File: src/rtl/mask_pkg.sv
// Shared mask buffer definitions: geometry, label type and painter states.
// Imported by the painter, the mask buffer and the VGA read path.
package mask_pkg;

  localparam int MASK_W     = 320;
  localparam int MASK_H     = 240;
  localparam int MASK_DEPTH = MASK_W * MASK_H;

  localparam int X_W = 9;
  localparam int Y_W = 8;

  typedef logic [3:0] label_t;

  localparam label_t LABEL_CLEAR = 4'd0;

  typedef enum logic [1:0] {
    ST_IDLE  = 2'd0,
    ST_CLEAR = 2'd1,
    ST_FILL  = 2'd2
  } painter_state_t;

  function automatic int row_major(
    input int x,
    input int y,
    input int w
  );
    return y * w + x;
  endfunction

endpackage

File: src/rtl/mask_raster_counter.sv
// Rectangle raster walker: x/y counters, row-major address stepping
// and last-pixel flag. A full-frame load gives the clear sweep.
module mask_raster_counter
  import mask_pkg::*;
#(
  parameter int W      = MASK_W,
  parameter int ADDR_W = 17
) (
  input  logic              clk_in,
  input  logic              rst_in,
  input  logic              load_in,
  input  logic              step_in,
  input  logic [X_W-1:0]    x0_in,
  input  logic [X_W-1:0]    x1_in,
  input  logic [Y_W-1:0]    y0_in,
  input  logic [Y_W-1:0]    y1_in,
  input  logic [ADDR_W-1:0] addr0_in,
  output logic [ADDR_W-1:0] addr_out,
  output logic              last_out
);

  logic [X_W-1:0]    r_x;
  logic [X_W-1:0]    r_x0;
  logic [X_W-1:0]    r_x1;
  logic [Y_W-1:0]    r_y;
  logic [Y_W-1:0]    r_y1;
  logic [ADDR_W-1:0] r_addr;
  logic [ADDR_W-1:0] r_row_step;
  logic              w_row_end;

  assign w_row_end = (r_x == r_x1);
  assign last_out  = w_row_end && (r_y == r_y1);
  assign addr_out  = r_addr;

  always_ff @(posedge clk_in or negedge rst_in) begin
    if (!rst_in) begin
      r_x        <= '0;
      r_x0       <= '0;
      r_x1       <= '0;
      r_y        <= '0;
      r_y1       <= '0;
      r_addr     <= '0;
      r_row_step <= '0;
    end else if (load_in) begin
      r_x        <= x0_in;
      r_x0       <= x0_in;
      r_x1       <= x1_in;
      r_y        <= y0_in;
      r_y1       <= y1_in;
      r_addr     <= addr0_in;
      // jump from (x1,y) to (x0,y+1)
      r_row_step <= ADDR_W'(W - int'(x1_in) + int'(x0_in));
    end else if (step_in) begin
      if (w_row_end) begin
        r_x    <= r_x0;
        r_y    <= r_y + Y_W'(1);
        r_addr <= r_addr + r_row_step;
      end else begin
        r_x    <= r_x + X_W'(1);
        r_addr <= r_addr + ADDR_W'(1);
      end
    end
  end

endmodule

File: src/rtl/projection_mask_painter.sv
// Rectangle-fill / frame-clear write engine for the 4-bit mask buffer.
// Define MASK_PAINTER_CLIP_EN to clamp oversize rectangles to the mask.
module projection_mask_painter #(
  parameter int MASK_W = mask_pkg::MASK_W,
  parameter int MASK_H = mask_pkg::MASK_H,
  parameter int ADDR_W = $clog2(MASK_W * MASK_H)
) (
  input  logic              clk_in,
  input  logic              rst_in,
  input  logic              clear_in,
  input  logic              cmd_valid_in,
  output logic              cmd_ready_out,
  input  logic [8:0]        cmd_x0_in,
  input  logic [8:0]        cmd_x1_in,
  input  logic [7:0]        cmd_y0_in,
  input  logic [7:0]        cmd_y1_in,
  input  logic [3:0]        cmd_label_in,
  output logic              mask_we_out,
  output logic [ADDR_W-1:0] mask_addr_out,
  output logic [3:0]        mask_data_out,
  output logic              busy_out,
  output logic              done_out,
  output logic              err_out
);

  import mask_pkg::*;

  localparam int XMAX = MASK_W - 1;
  localparam int YMAX = MASK_H - 1;

  painter_state_t    r_state;
  painter_state_t    w_state_nx;
  logic              r_clr_pend;
  logic              w_clr_pend_nx;
  label_t            r_label;
  label_t            w_label_nx;
  logic              r_ready;
  logic              r_busy;
  logic              r_we;
  logic              r_done;
  logic              r_err;
  logic              w_ready_nx;
  logic              w_busy_nx;
  logic              w_done_nx;
  logic              w_err_nx;

  logic              w_go_clear;
  logic              w_hs;
  logic              w_bad_order;
  logic              w_bad_range;
  logic              w_accept;
  logic              w_reject;
  logic [X_W-1:0]    w_x1;
  logic [Y_W-1:0]    w_y1;
  logic [ADDR_W-1:0] w_addr0;

  logic              w_load;
  logic              w_step;
  logic              w_last;
  logic [X_W-1:0]    w_ld_x0;
  logic [X_W-1:0]    w_ld_x1;
  logic [Y_W-1:0]    w_ld_y0;
  logic [Y_W-1:0]    w_ld_y1;
  logic [ADDR_W-1:0] w_ld_addr;
  logic [ADDR_W-1:0] w_addr;

  assign w_bad_order = (cmd_x0_in > cmd_x1_in) ||
                       (cmd_y0_in > cmd_y1_in);

`ifdef MASK_PAINTER_CLIP_EN
  assign w_bad_range = (int'(cmd_x0_in) > XMAX) ||
                       (int'(cmd_y0_in) > YMAX);
  assign w_x1 = (int'(cmd_x1_in) > XMAX) ?
                X_W'(XMAX) : cmd_x1_in;
  assign w_y1 = (int'(cmd_y1_in) > YMAX) ?
                Y_W'(YMAX) : cmd_y1_in;
`else
  assign w_bad_range = (int'(cmd_x0_in) > XMAX) ||
                       (int'(cmd_x1_in) > XMAX) ||
                       (int'(cmd_y0_in) > YMAX) ||
                       (int'(cmd_y1_in) > YMAX);
  assign w_x1 = cmd_x1_in;
  assign w_y1 = cmd_y1_in;
`endif

  assign w_addr0 = ADDR_W'(row_major(int'(cmd_x0_in),
                                     int'(cmd_y0_in),
                                     MASK_W));

  // a clear request in the same cycle wins over the command
  assign w_go_clear = (r_state == ST_IDLE) &&
                      (r_clr_pend || clear_in);
  assign w_hs       = r_ready && cmd_valid_in &&
                      !r_clr_pend && !clear_in;
  assign w_accept   = w_hs && !w_bad_order && !w_bad_range;
  assign w_reject   = w_hs && (w_bad_order || w_bad_range);

  always_comb begin
    w_state_nx = r_state;
    w_label_nx = r_label;
    w_load     = 1'b0;
    w_step     = 1'b0;
    w_done_nx  = 1'b0;
    w_err_nx   = 1'b0;
    w_ld_x0    = cmd_x0_in;
    w_ld_x1    = w_x1;
    w_ld_y0    = cmd_y0_in;
    w_ld_y1    = w_y1;
    w_ld_addr  = w_addr0;
    unique case (r_state)
      ST_IDLE: begin
        unique case (1'b1)
          w_go_clear: begin
            w_state_nx = ST_CLEAR;
            w_label_nx = LABEL_CLEAR;
            w_load     = 1'b1;
            w_ld_x0    = '0;
            w_ld_x1    = X_W'(XMAX);
            w_ld_y0    = '0;
            w_ld_y1    = Y_W'(YMAX);
            w_ld_addr  = '0;
          end
          w_accept: begin
            w_state_nx = ST_FILL;
            w_label_nx = cmd_label_in;
            w_load     = 1'b1;
          end
          w_reject: begin
            w_err_nx = 1'b1;
          end
          default: ;
        endcase
      end
      ST_CLEAR, ST_FILL: begin
        if (w_last) begin
          w_state_nx = ST_IDLE;
          w_done_nx  = 1'b1;
        end else begin
          w_step = 1'b1;
        end
      end
      default: w_state_nx = ST_IDLE;
    endcase
    w_clr_pend_nx = (r_clr_pend || clear_in) && !w_go_clear;
    w_busy_nx     = (w_state_nx != ST_IDLE);
    w_ready_nx    = (w_state_nx == ST_IDLE) && !w_clr_pend_nx;
  end

  always_ff @(posedge clk_in or negedge rst_in) begin
    if (!rst_in) begin
      r_state    <= ST_IDLE;
      r_clr_pend <= 1'b0;
      r_label    <= LABEL_CLEAR;
      r_ready    <= 1'b0;
      r_busy     <= 1'b0;
      r_we       <= 1'b0;
      r_done     <= 1'b0;
      r_err      <= 1'b0;
    end else begin
      r_state    <= w_state_nx;
      r_clr_pend <= w_clr_pend_nx;
      r_label    <= w_label_nx;
      r_ready    <= w_ready_nx;
      r_busy     <= w_busy_nx;
      r_we       <= w_busy_nx;
      r_done     <= w_done_nx;
      r_err      <= w_err_nx;
    end
  end

  mask_raster_counter #(
    .W      (MASK_W),
    .ADDR_W (ADDR_W)
  ) u_raster (
    .clk_in   (clk_in),
    .rst_in   (rst_in),
    .load_in  (w_load),
    .step_in  (w_step),
    .x0_in    (w_ld_x0),
    .x1_in    (w_ld_x1),
    .y0_in    (w_ld_y0),
    .y1_in    (w_ld_y1),
    .addr0_in (w_ld_addr),
    .addr_out (w_addr),
    .last_out (w_last)
  );

  assign cmd_ready_out = r_ready;
  assign mask_we_out   = r_we;
  assign mask_addr_out = w_addr;
  assign mask_data_out = r_label;
  assign busy_out      = r_busy;
  assign done_out      = r_done;
  assign err_out       = r_err;

endmodule

File: config.mk
export PLATFORM = sky130hd
export DESIGN_NAME = projection_mask_painter
export DESIGN_NICKNAME = d
export VERILOG_FILES = /design/src/rtl/mask_pkg.sv /design/src/rtl/mask_raster_counter.sv /design/src/rtl/projection_mask_painter.sv
export SDC_FILE = /design/constraint.sdc
export NUM_CORES = 1
export LEC_CHECK = 0
export CAP_MARGIN = 20
export CORE_MARGIN = 2
export CORE_UTILIZATION = 61
export CTS_BUF_LIST = sky130_fd_sc_hd__clkbuf_8
export DETAILED_ROUTE_END_ITERATION = 8
export DONT_BUFFER_PORTS = 1
export GPL_ROUTABILITY_DRIVEN = 0
export HOLD_SLACK_MARGIN = 0.12
export PLACE_DENSITY = 0.77
export SKIP_CTS_REPAIR_TIMING = 1
export SYNTH_ARGS = -nofsm -noshare
export SYNTH_HDL_FRONTEND = slang
export SYNTH_SLANG_ARGS = --single-unit
File: constraint.sdc
create_clock -name clk_in -period 4.1 [get_ports clk_in]
set_clock_uncertainty 0.15 [all_clocks]
set_input_delay 0.615 -clock clk_in [delete_from_list [all_inputs] [get_ports clk_in]]
set_output_delay 0.615 -clock clk_in [all_outputs]
set_load 0.05 [all_outputs]
==> results.txt, run 1 <==
----------------------------------------------------
[Synth]
  Synth warnings ... 0
  Cell types with the highest counts after synthesis ... 88 x sky130_fd_sc_hd__dfrtp_1, 72 x sky130_fd_sc_hd__nand2_1, 62 x sky130_fd_sc_hd__ha_1, 57 x sky130_fd_sc_hd__nor2_1, 51 x sky130_fd_sc_hd__a21oi_1
  Adder-cell area share of the yosys netlist ... 13.1%
  Proportion of synthesized area in mux cells ... 1.86%
  Post-synth top flop ... sky130_fd_sc_hd__dfrtp_1
  Number of distinct library cells after synthesis ... 69
  Sequential element share of the synthesized area ... 33.7%
  Top-area cell type share of the netlist area ... 33.7%
  Fraction of registers with async set or reset after synthesis ... 100%
  Flops & latches, synth ... 88
  Cell accounting for the most synthesized area ... sky130_fd_sc_hd__dfrtp_1
  Most common cell in the netlist ... sky130_fd_sc_hd__dfrtp_1
  Parity-gate share of the synthesized area counting xor and xnor cells ... 8.03%
  Main combinational cell family by area after synthesis ... simple AND/OR/NAND/NOR gates
  Syn Area/Cell ... 8.75 µm²
  Number of flops mapped to enable cells by yosys ... 0
  Cell area after synthesis ... 6530 µm²
  Synthesized instance count ... 746
  Synth top area cells ... sky130_fd_sc_hd__dfrtp_1 34%, sky130_fd_sc_hd__ha_1 12%, sky130_fd_sc_hd__xor2_1 5.0%
  Synth Area in Compound Gates ... 18.9%
  Number of nets in the synthesized netlist ... 854
  Simple-gate portion of the synthesized area ... 19.5%

[Floorplan]
  Die width ... 107 µm
  Die area ... 11500 µm²
  Height of the chip ... 107 µm
  Site Rows ... 37
  Ports ... 68
  Starting utilization of the core area ... 63.0%
  Core outline area ... 10400 µm²

[Status]
  Result of the run ... complete, no violations

[Layout]
  Net total in the final layout ... 846
  Relative area change from synthesis to final layout ... 5.15%
  Fill count ... 880
  Layout cell share with drive strength beyond 1 ... 6.06%
  Fraction of the core area covered by cells at the end of the flow ... 66.2%
  Antenna diode count ... 0

[Global routing]
  Via count of the first global-routing pass ... 5310
  Most Crowded Layer GR ... met2
  Pin count of the biggest net entering global routing ... 89
  Met1 usage in global routing ... 37.7%
  Antenna violations before repair ... 0
  Grt ovf ... 0
  GRT met2 Usage ... 45.6%
  Wire length of the first global-routing pass ... 25300 µm
  Global-route total usage across every layer ... 27.6%
  Met3 track utilization from global routing ... 4.24%

[Drt]
  First-iteration detailed-routing DRC count ... 342
  DRT antenna net count ... 0
  Number of remaining DRC errors ... 0
  Iteration count of the initial detailed-routing pass ... 6
  Vias after detailed routing ... 5444
  Aggregate routed wire length ... 15500 µm
  Post-detailed-route via-to-cell ratio ... 6.19
  Routed length per instance ... 17.6 µm

[Critical path]
  Crit-path cells ... xor2_2 -> nor4_2 -> and3_1 -> nand2b_1 -> ha_1 -> fa_1 -> a21oi_1 -> o2bb2ai_1 -> a41o_1 -> o221ai_1 -> xnor2_1 -> o211a_1 -> a211o_1
  Kind of start point of the critical path ... flop
  Crit-path slowest cell ... sky130_fd_sc_hd__dfrtp_1
  CP bufs+invs ... 0
  Critical path data arrival time ... 3.87 ns
  R2R depth ... 13
  Crit end category ... flop
  Worst flop-to-flop path startpoint ... u_raster.r_x[4]
  Endpoint required time on the critical path ... 4.20 ns
  Largest stage delay on the critical path ... 0.47 ns
  Crit Reg-Reg Endpoint ... u_raster.addr_out[16]
  R2R Setup Slk ... 0.33 ns
  CP Class ... reg2reg
  Crit path max-delay family ... compound AO/OA/AOI/OAI gates
  Worst Path Max Fanout ... 6

[STA]
  Highest Clock Rate ... 265 MHz
  Portion of the clock cycle consumed by the worst path in the final layout ... 92.1%
  Max-slew violation count ... 0
  Final hold slack ... 0.226 ns
  Unrepaired setup endpoints after global routing ... false
  Final setup violation count ... 0
  Post-layout min period ... 3.77 ns
  Max_slew headroom ... 41.8%
  Worst Tran Pin Value ... 0.873 ns
  Final hold violations ... 0
  Post-Route Setup TNS ... 0 ns

[Placed design]
  Total half-perimeter wirelength after legalization and detailed placement ... 11500 µm
  I/O Buffers ... 0

[Job]
  Max-cap violations ... 0

[Power]
  Leakage component of the power ... 3.23 nW
  Power per Cell Area ... 255 nW/µm²
  Peak ir drop on the vdd network ... 175 µV

[Clock tree]
  Clock Sinks ... 88
  Num CTS Buffers ... 9
  H-tree depth ... 3
  Source-to-sink clock delay at the later pin of the worst-skew pair ... 0.36 ns
  CTS tree ... done
  Post-CTS clock slew at the launch and capture registers of the worst setup and hold paths ... 0.09 ns
  Clk buf depth ... 2
  Library cell used as clock root buffer ... sky130_fd_sc_hd__clkbuf_8

[Worst hold path]
  Hold Path Stages ... 2
  Worst min-delay path startpoint ... cmd_y0_in[5]
  Class of the worst hold path ... in2reg
  End point of the worst hold path ... u_raster.r_y[5]

----------------------------------------------------
## cell type report
type	instances	area, µm²	share of cell area [%]
Clock buffer	11	151	2.20
Clock inverter	5	47.5	0.692
Inverter	41	154	2.24
Multi-Input combinational cell	585	4020	58.5
Sequential cell	88	2200	32.1
Tap cell	136	170	2.48
Timing Repair Buffer	13	124	1.80
## cell families after synthesis
family,after synthesis
multiplexers,12
adder cells (fa/ha/maj),66
AO/OA/AOI/OAI,192
flip-flops,88
buffers and inverters,73
AND/OR/NAND/NOR,256
XOR/XNOR,59
## placed cells by master, fill, tap and decap left out, drive strengths merged, types with 4 or more instances in the layout
| cell | count |
|---|---|
| o211ai | 4 |
| inv | 43 |
| a211o | 4 |
| dfrtp | 88 |
| o21ai | 63 |
| nor4 | 6 |
| nand2 | 72 |
| fa | 4 |
| nand2b | 7 |
| nand4 | 14 |
| a211oi | 5 |
| nor2 | 59 |
| and2 | 32 |
| nor3 | 25 |
| xnor2 | 21 |
| buf | 12 |
| o221ai | 4 |
| xor2 | 38 |
| o21a | 9 |
| o22ai | 7 |
| o31ai | 6 |
| a22o | 4 |
| mux2i | 11 |
| ha | 62 |
| a21oi | 53 |
| clkbuf | 11 |
| nor3b | 4 |
| a21o | 11 |
| and3 | 7 |
| nand3 | 18 |
## registers in the layout, summed over array words and instances (netlist names)
| name | flops |
|---|---|
| cmd_ready_out | 1 |
| done_out | 1 |
| err_out | 1 |
| mask_data_out | 4 |
| mask_we_out | 1 |
| r_clr_pend | 1 |
| r_state | 2 |
| u_raster.addr_out | 17 |
| u_raster.r_row_step | 17 |
| u_raster.r_x | 9 |
| u_raster.r_x0 | 9 |
| u_raster.r_x1 | 9 |
| u_raster.r_y | 8 |
| u_raster.r_y1 | 8 |
## through the flow
| stage | total power [mW] | instance area, µm² | setup WS [ns] | std cells |
|---|---|---|---|---|
| CTS | 1.73 | 6820 | 0.268 | 877 |
| floorplan | 1.07 | 6530 | 0.419 | 746 |
| global route | 1.82 | 6870 | 0.0482 | 879 |
| finish | 1.75 | 6870 | 0.326 | 879 |
| detailed placement | 1.12 | 6620 | 0.286 | 861 |
| global placement | 1.11 | 6620 | 0.424 | 861 |
## how the worst max path moves through the flow
stage | startpoint | end | cells after the start
after floorplan | u_raster.r_x[4] | u_raster.addr_out[16] | 17
after global placement | u_raster.r_x[4] | u_raster.addr_out[16] | 13
after detailed placement | u_raster.r_x[4] | u_raster.addr_out[16] | 13
after CTS | u_raster.r_x[4] | u_raster.addr_out[16] | 13
after global routing | u_raster.r_x[4] | u_raster.addr_out[16] | 13
final | u_raster.r_x[4] | u_raster.addr_out[16] | 13
## per-layer routing
layer	wire, µm	vias to the layer above
met4	227	0
met2	7430	152
met1	7040	2665
met5	0	-
met3	779	19
li1	-	2608
## where the power goes
group          internal, mW         switching (mW)  total (mW)
clock network         0.309                  0.315       0.625
registers             0.867  0.0000000000000000149       0.867
logic                 0.108                  0.148       0.257
total                  1.28                  0.463        1.75
(Power assumes the default switching activity.)
==> inputs of run 2 (changes only) <==
- GPL_ROUTABILITY_DRIVEN: 0 -> not set
- clock period: 4.1 -> 3.5 ns (I/O delays scaled with it)
==> run 2 against run 1 <==
The flow now finishes with violations (setup timing). Worst hold slack lost 0.096 ns. Routed wire length grew 8.8%. Critical path depth is the same. Die area is the same. Power grew 17%. Sequential share of layout area shrank 1.8 points. Flip-flop and latch count is the same. Non-clock buffer count grew 34. Design area grew 5.9%. Worst setup slack lost 0.40 ns. First-iteration DRC count grew 77%. Largest power group unchanged.
==> results.txt, run 2 (synthesis results as in run 1) <==
----------------------------------------------------
[Critical path]
  Crit-path cells ... xor2_2 -> nor4_2 -> and3_4 -> nand2b_1 -> ha_4 -> fa_2 -> a21oi_2 -> o2bb2ai_2 -> a41o_1 -> o22ai_1 -> nor4b_1 -> a211oi_2 -> o2bb2ai_1 (was xor2_2 -> nor4_2 -> and3_1 -> nand2b_1 -> ha_1 -> fa_1 -> a21oi_1 -> o2bb2ai_1 -> a41o_1 -> o221ai_1 -> xnor2_1 -> o211a_1 -> a211o_1)
  R2R Setup Slk ... -0.08 ns (was 0.33 ns)
  CP Class ... reg2reg (unchanged)
  Crit end category ... flop (unchanged)
  Worst Path Max Fanout ... 7 (was 6)
  Crit Reg-Reg Endpoint ... u_raster.addr_out[14] (was u_raster.addr_out[16])
  Kind of start point of the critical path ... flop (unchanged)
  Launching element of the worst setup path ... u_raster.r_x1[4] (was u_raster.r_x[4])
  R2R depth ... 13 (unchanged)
  Worst flop-to-flop path startpoint ... u_raster.r_x1[4] (was u_raster.r_x[4])
  Endpoint required time on the critical path ... 3.61 ns (was 4.20 ns)
  Largest stage delay on the critical path ... 0.42 ns (was 0.47 ns)
  Crit-path slowest cell ... sky130_fd_sc_hd__dfrtp_1 (unchanged)
  Critical path data arrival time ... 3.68 ns (was 3.87 ns)

[STA]
  Post-Route Setup TNS ... -0.231 ns (was 0 ns)
  Max-slew violation count ... 0 (unchanged)
  Final setup violation count ... 6 (was 0)
  Final hold slack ... 0.130 ns (was 0.226 ns)
  Max_slew headroom ... 41.7% (was 41.8%)
  Final hold violations ... 0 (unchanged)
  Portion of the clock cycle consumed by the worst path in the final layout ... 102% (was 92.1%)
  Highest Clock Rate ... 280 MHz (was 265 MHz)
  Post-layout min period ... 3.58 ns (was 3.77 ns)
  Worst Tran Pin Value ... 0.875 ns (was 0.873 ns)
  Unrepaired setup endpoints after global routing ... true (was false)
  Min setup slack post-route ... -0.0754 ns (was 0.326 ns)

[Global routing]
  Wire length of the first global-routing pass ... 26700 µm (was 25300 µm)
  Global-route total usage across every layer ... 29.1% (was 27.6%)
  Antenna violations before repair ... 0 (unchanged)
  Via count of the first global-routing pass ... 5561 (was 5310)
  Grt ovf ... 0 (unchanged)
  Pin count of the biggest net entering global routing ... 89 (unchanged)

[Drt]
  Post-detailed-route via-to-cell ratio ... 6.29 (was 6.19)
  DRT antenna net count ... 0 (unchanged)
  Vias after detailed routing ... 5739 (was 5444)
  Iteration count of the initial detailed-routing pass ... 5 (was 6)
  First-iteration detailed-routing DRC count ... 607 (was 342)
  Routed length per instance ... 18.4 µm (was 17.6 µm)
  Number of remaining DRC errors ... 0 (unchanged)
  Aggregate routed wire length ... 16800 µm (was 15500 µm)

[Floorplan]
  Die area ... 11500 µm² (unchanged)
  Ports ... 68 (unchanged)
  Site Rows ... 37 (unchanged)
  Height of the chip ... 107 µm (unchanged)
  Die width ... 107 µm (unchanged)
  Starting utilization of the core area ... 63.0% (unchanged)
  Core outline area ... 10400 µm² (unchanged)

[Layout]
  Fill count ... 813 (was 880)
  Layout cell share with drive strength beyond 1 ... 12.6% (was 6.06%)
  Final standard cell count with taps included and fillers excluded ... 913 (was 879)
  Fraction of the core area covered by cells at the end of the flow ... 70.1% (was 66.2%)
  Multi-input gate area ... 4160 µm² (was 4020 µm²)
  Antenna diode count ... 0 (unchanged)
  Area occupied by registers ... 2200 µm² (unchanged)
  Highest-count cells in the layout ignoring fill and taps ... 88 x sky130_fd_sc_hd__dfrtp_1, 72 x sky130_fd_sc_hd__nand2_1, 57 x sky130_fd_sc_hd__nor2_1, 55 x sky130_fd_sc_hd__ha_1, 46 x sky130_fd_sc_hd__a21oi_1 (was 88 x sky130_fd_sc_hd__dfrtp_1, 72 x sky130_fd_sc_hd__nand2_1, 62 x sky130_fd_sc_hd__ha_1, 57 x sky130_fd_sc_hd__nor2_1, 50 x sky130_fd_sc_hd__a21oi_1)
  Most common library cell in the layout ignoring fill and taps ... sky130_fd_sc_hd__dfrtp_1 (unchanged)
  Final non-filler cell area ... 7270 µm² (was 6870 µm²)
  Net total in the final layout ... 880 (was 846)
  Relative area change from synthesis to final layout ... 11.3% (was 5.15%)

[Worst hold path]
  Hold Path Stages ... 2 (unchanged)
  End point of the worst hold path ... u_raster.r_y1[0] (was u_raster.r_y[5])
  Worst min-delay path startpoint ... cmd_y1_in[0] (was cmd_y0_in[5])
  Class of the worst hold path ... in2reg (unchanged)

[Placed design]
  Final estimated routing congestion in global placement ... 0.942
  Total half-perimeter wirelength after legalization and detailed placement ... 12300 µm (was 11500 µm)
  I/O Buffers ... 0 (unchanged)
  Placement Cell Area ... 6810 µm² (was 6620 µm²)
  Total instance count after detailed placement ... 887 (was 861)
  Placement Setup Slack ... -0.137 ns (was 0.286 ns)

[Clock tree]
  CTS tree ... done (unchanged)
  Source-to-sink clock delay at the later pin of the worst-skew pair ... 0.37 ns (was 0.36 ns)
  H-tree depth ... 3 (unchanged)
  Num CTS Buffers ... 9 (unchanged)
  Library cell used as clock root buffer ... sky130_fd_sc_hd__clkbuf_8 (unchanged)
  Post-CTS clock slew at the launch and capture registers of the worst setup and hold paths ... 0.09 ns (about the same)
  Clk buf depth ... 2 (unchanged)
  Clock Sinks ... 88 (unchanged)

[Status]
  Violations in the final reports ... setup timing
  Result of the run ... complete, but fails checks (was complete, no violations)

[Power]
  Peak ir drop on the vdd network ... 258 µV (was 175 µV)
  Power per Cell Area ... 280 nW/µm² (was 255 nW/µm²)
  Total chip power ... 2.04 mW (was 1.75 mW)
  Leakage component of the power ... 3.38 nW (was 3.23 nW)

[Job]
  Max-cap violations ... 0 (unchanged)

----------------------------------------------------
[run 2: cell types whose count changed in the layout (fill, tap and decap cells not counted), sizes merged]
cell	previous run	this run
clkbuf	11	9
buf	12	42
clkinv	2	5
dlygate4sd3	1	5
inv	43	42
[run 2: worst max path at each step]
stage | endpoint | slack [ns] | cells after the start
4_1_cts | u_raster.addr_out[14] | -0.16 | 13
6_report | u_raster.addr_out[14] | -0.08 | 13
2_1_floorplan | u_raster.addr_out[16] | -0.04 | 16
3_5_place_dp | u_raster.addr_out[14] | -0.14 | 13
5_1_grt | u_raster.addr_out[11] | -0.19 | 12
3_3_place_gp | u_raster.addr_out[14] | -0.03 | 13
[run 2: worst max-delay path, delay by kind of cell, from the launching register on]
family	cells	cell delay [ns]
simple gates	4	0.91
compound gates	6	1.22
flops	1	0.42
xor+xnor	1	0.19
fa+ha+maj	2	0.57
[run 2: layout make-up]
class | count | share of cell area, %
clock buffers | 9 | 1.70
inverters | 41 | 2.12
multi-input cells | 585 | 57.2
clock inverters | 7 | 0.981
flip-flops and latches | 88 | 30.3
repair buffers | 47 | 5.35
well taps | 136 | 2.34
[run 2: per-layer routing]
| layer | vias to the layer above | global-route usage (%) | share of wire, % | routed length, µm |
|---|---|---|---|---|
| met5 | - | 0 | 0 | 0 |
| met4 | 0 | 7.88 | 2.0 | 334 |
| met3 | 45 | 4.96 | 7.0 | 1190 |
| met2 | 230 | 47.8 | 49 | 8190 |
| met1 | 2782 | 40.1 | 42 | 7130 |
| li1 | 2682 | - | - | - |
[run 2: power breakdown]
group | switching (mW) | internal, mW | total [mW]
logic | 0.175 | 0.130 | 0.305
registers | 0.0000000000000000170 | 1.02 | 1.02
clock network | 0.385 | 0.331 | 0.716
==> inputs of run 3 (changes only) <==
- CTS_BUF_LIST: sky130_fd_sc_hd__clkbuf_8 -> not set
==> results of run 3 <==
Final layout, timing and power as in run 2 (identical DEF).
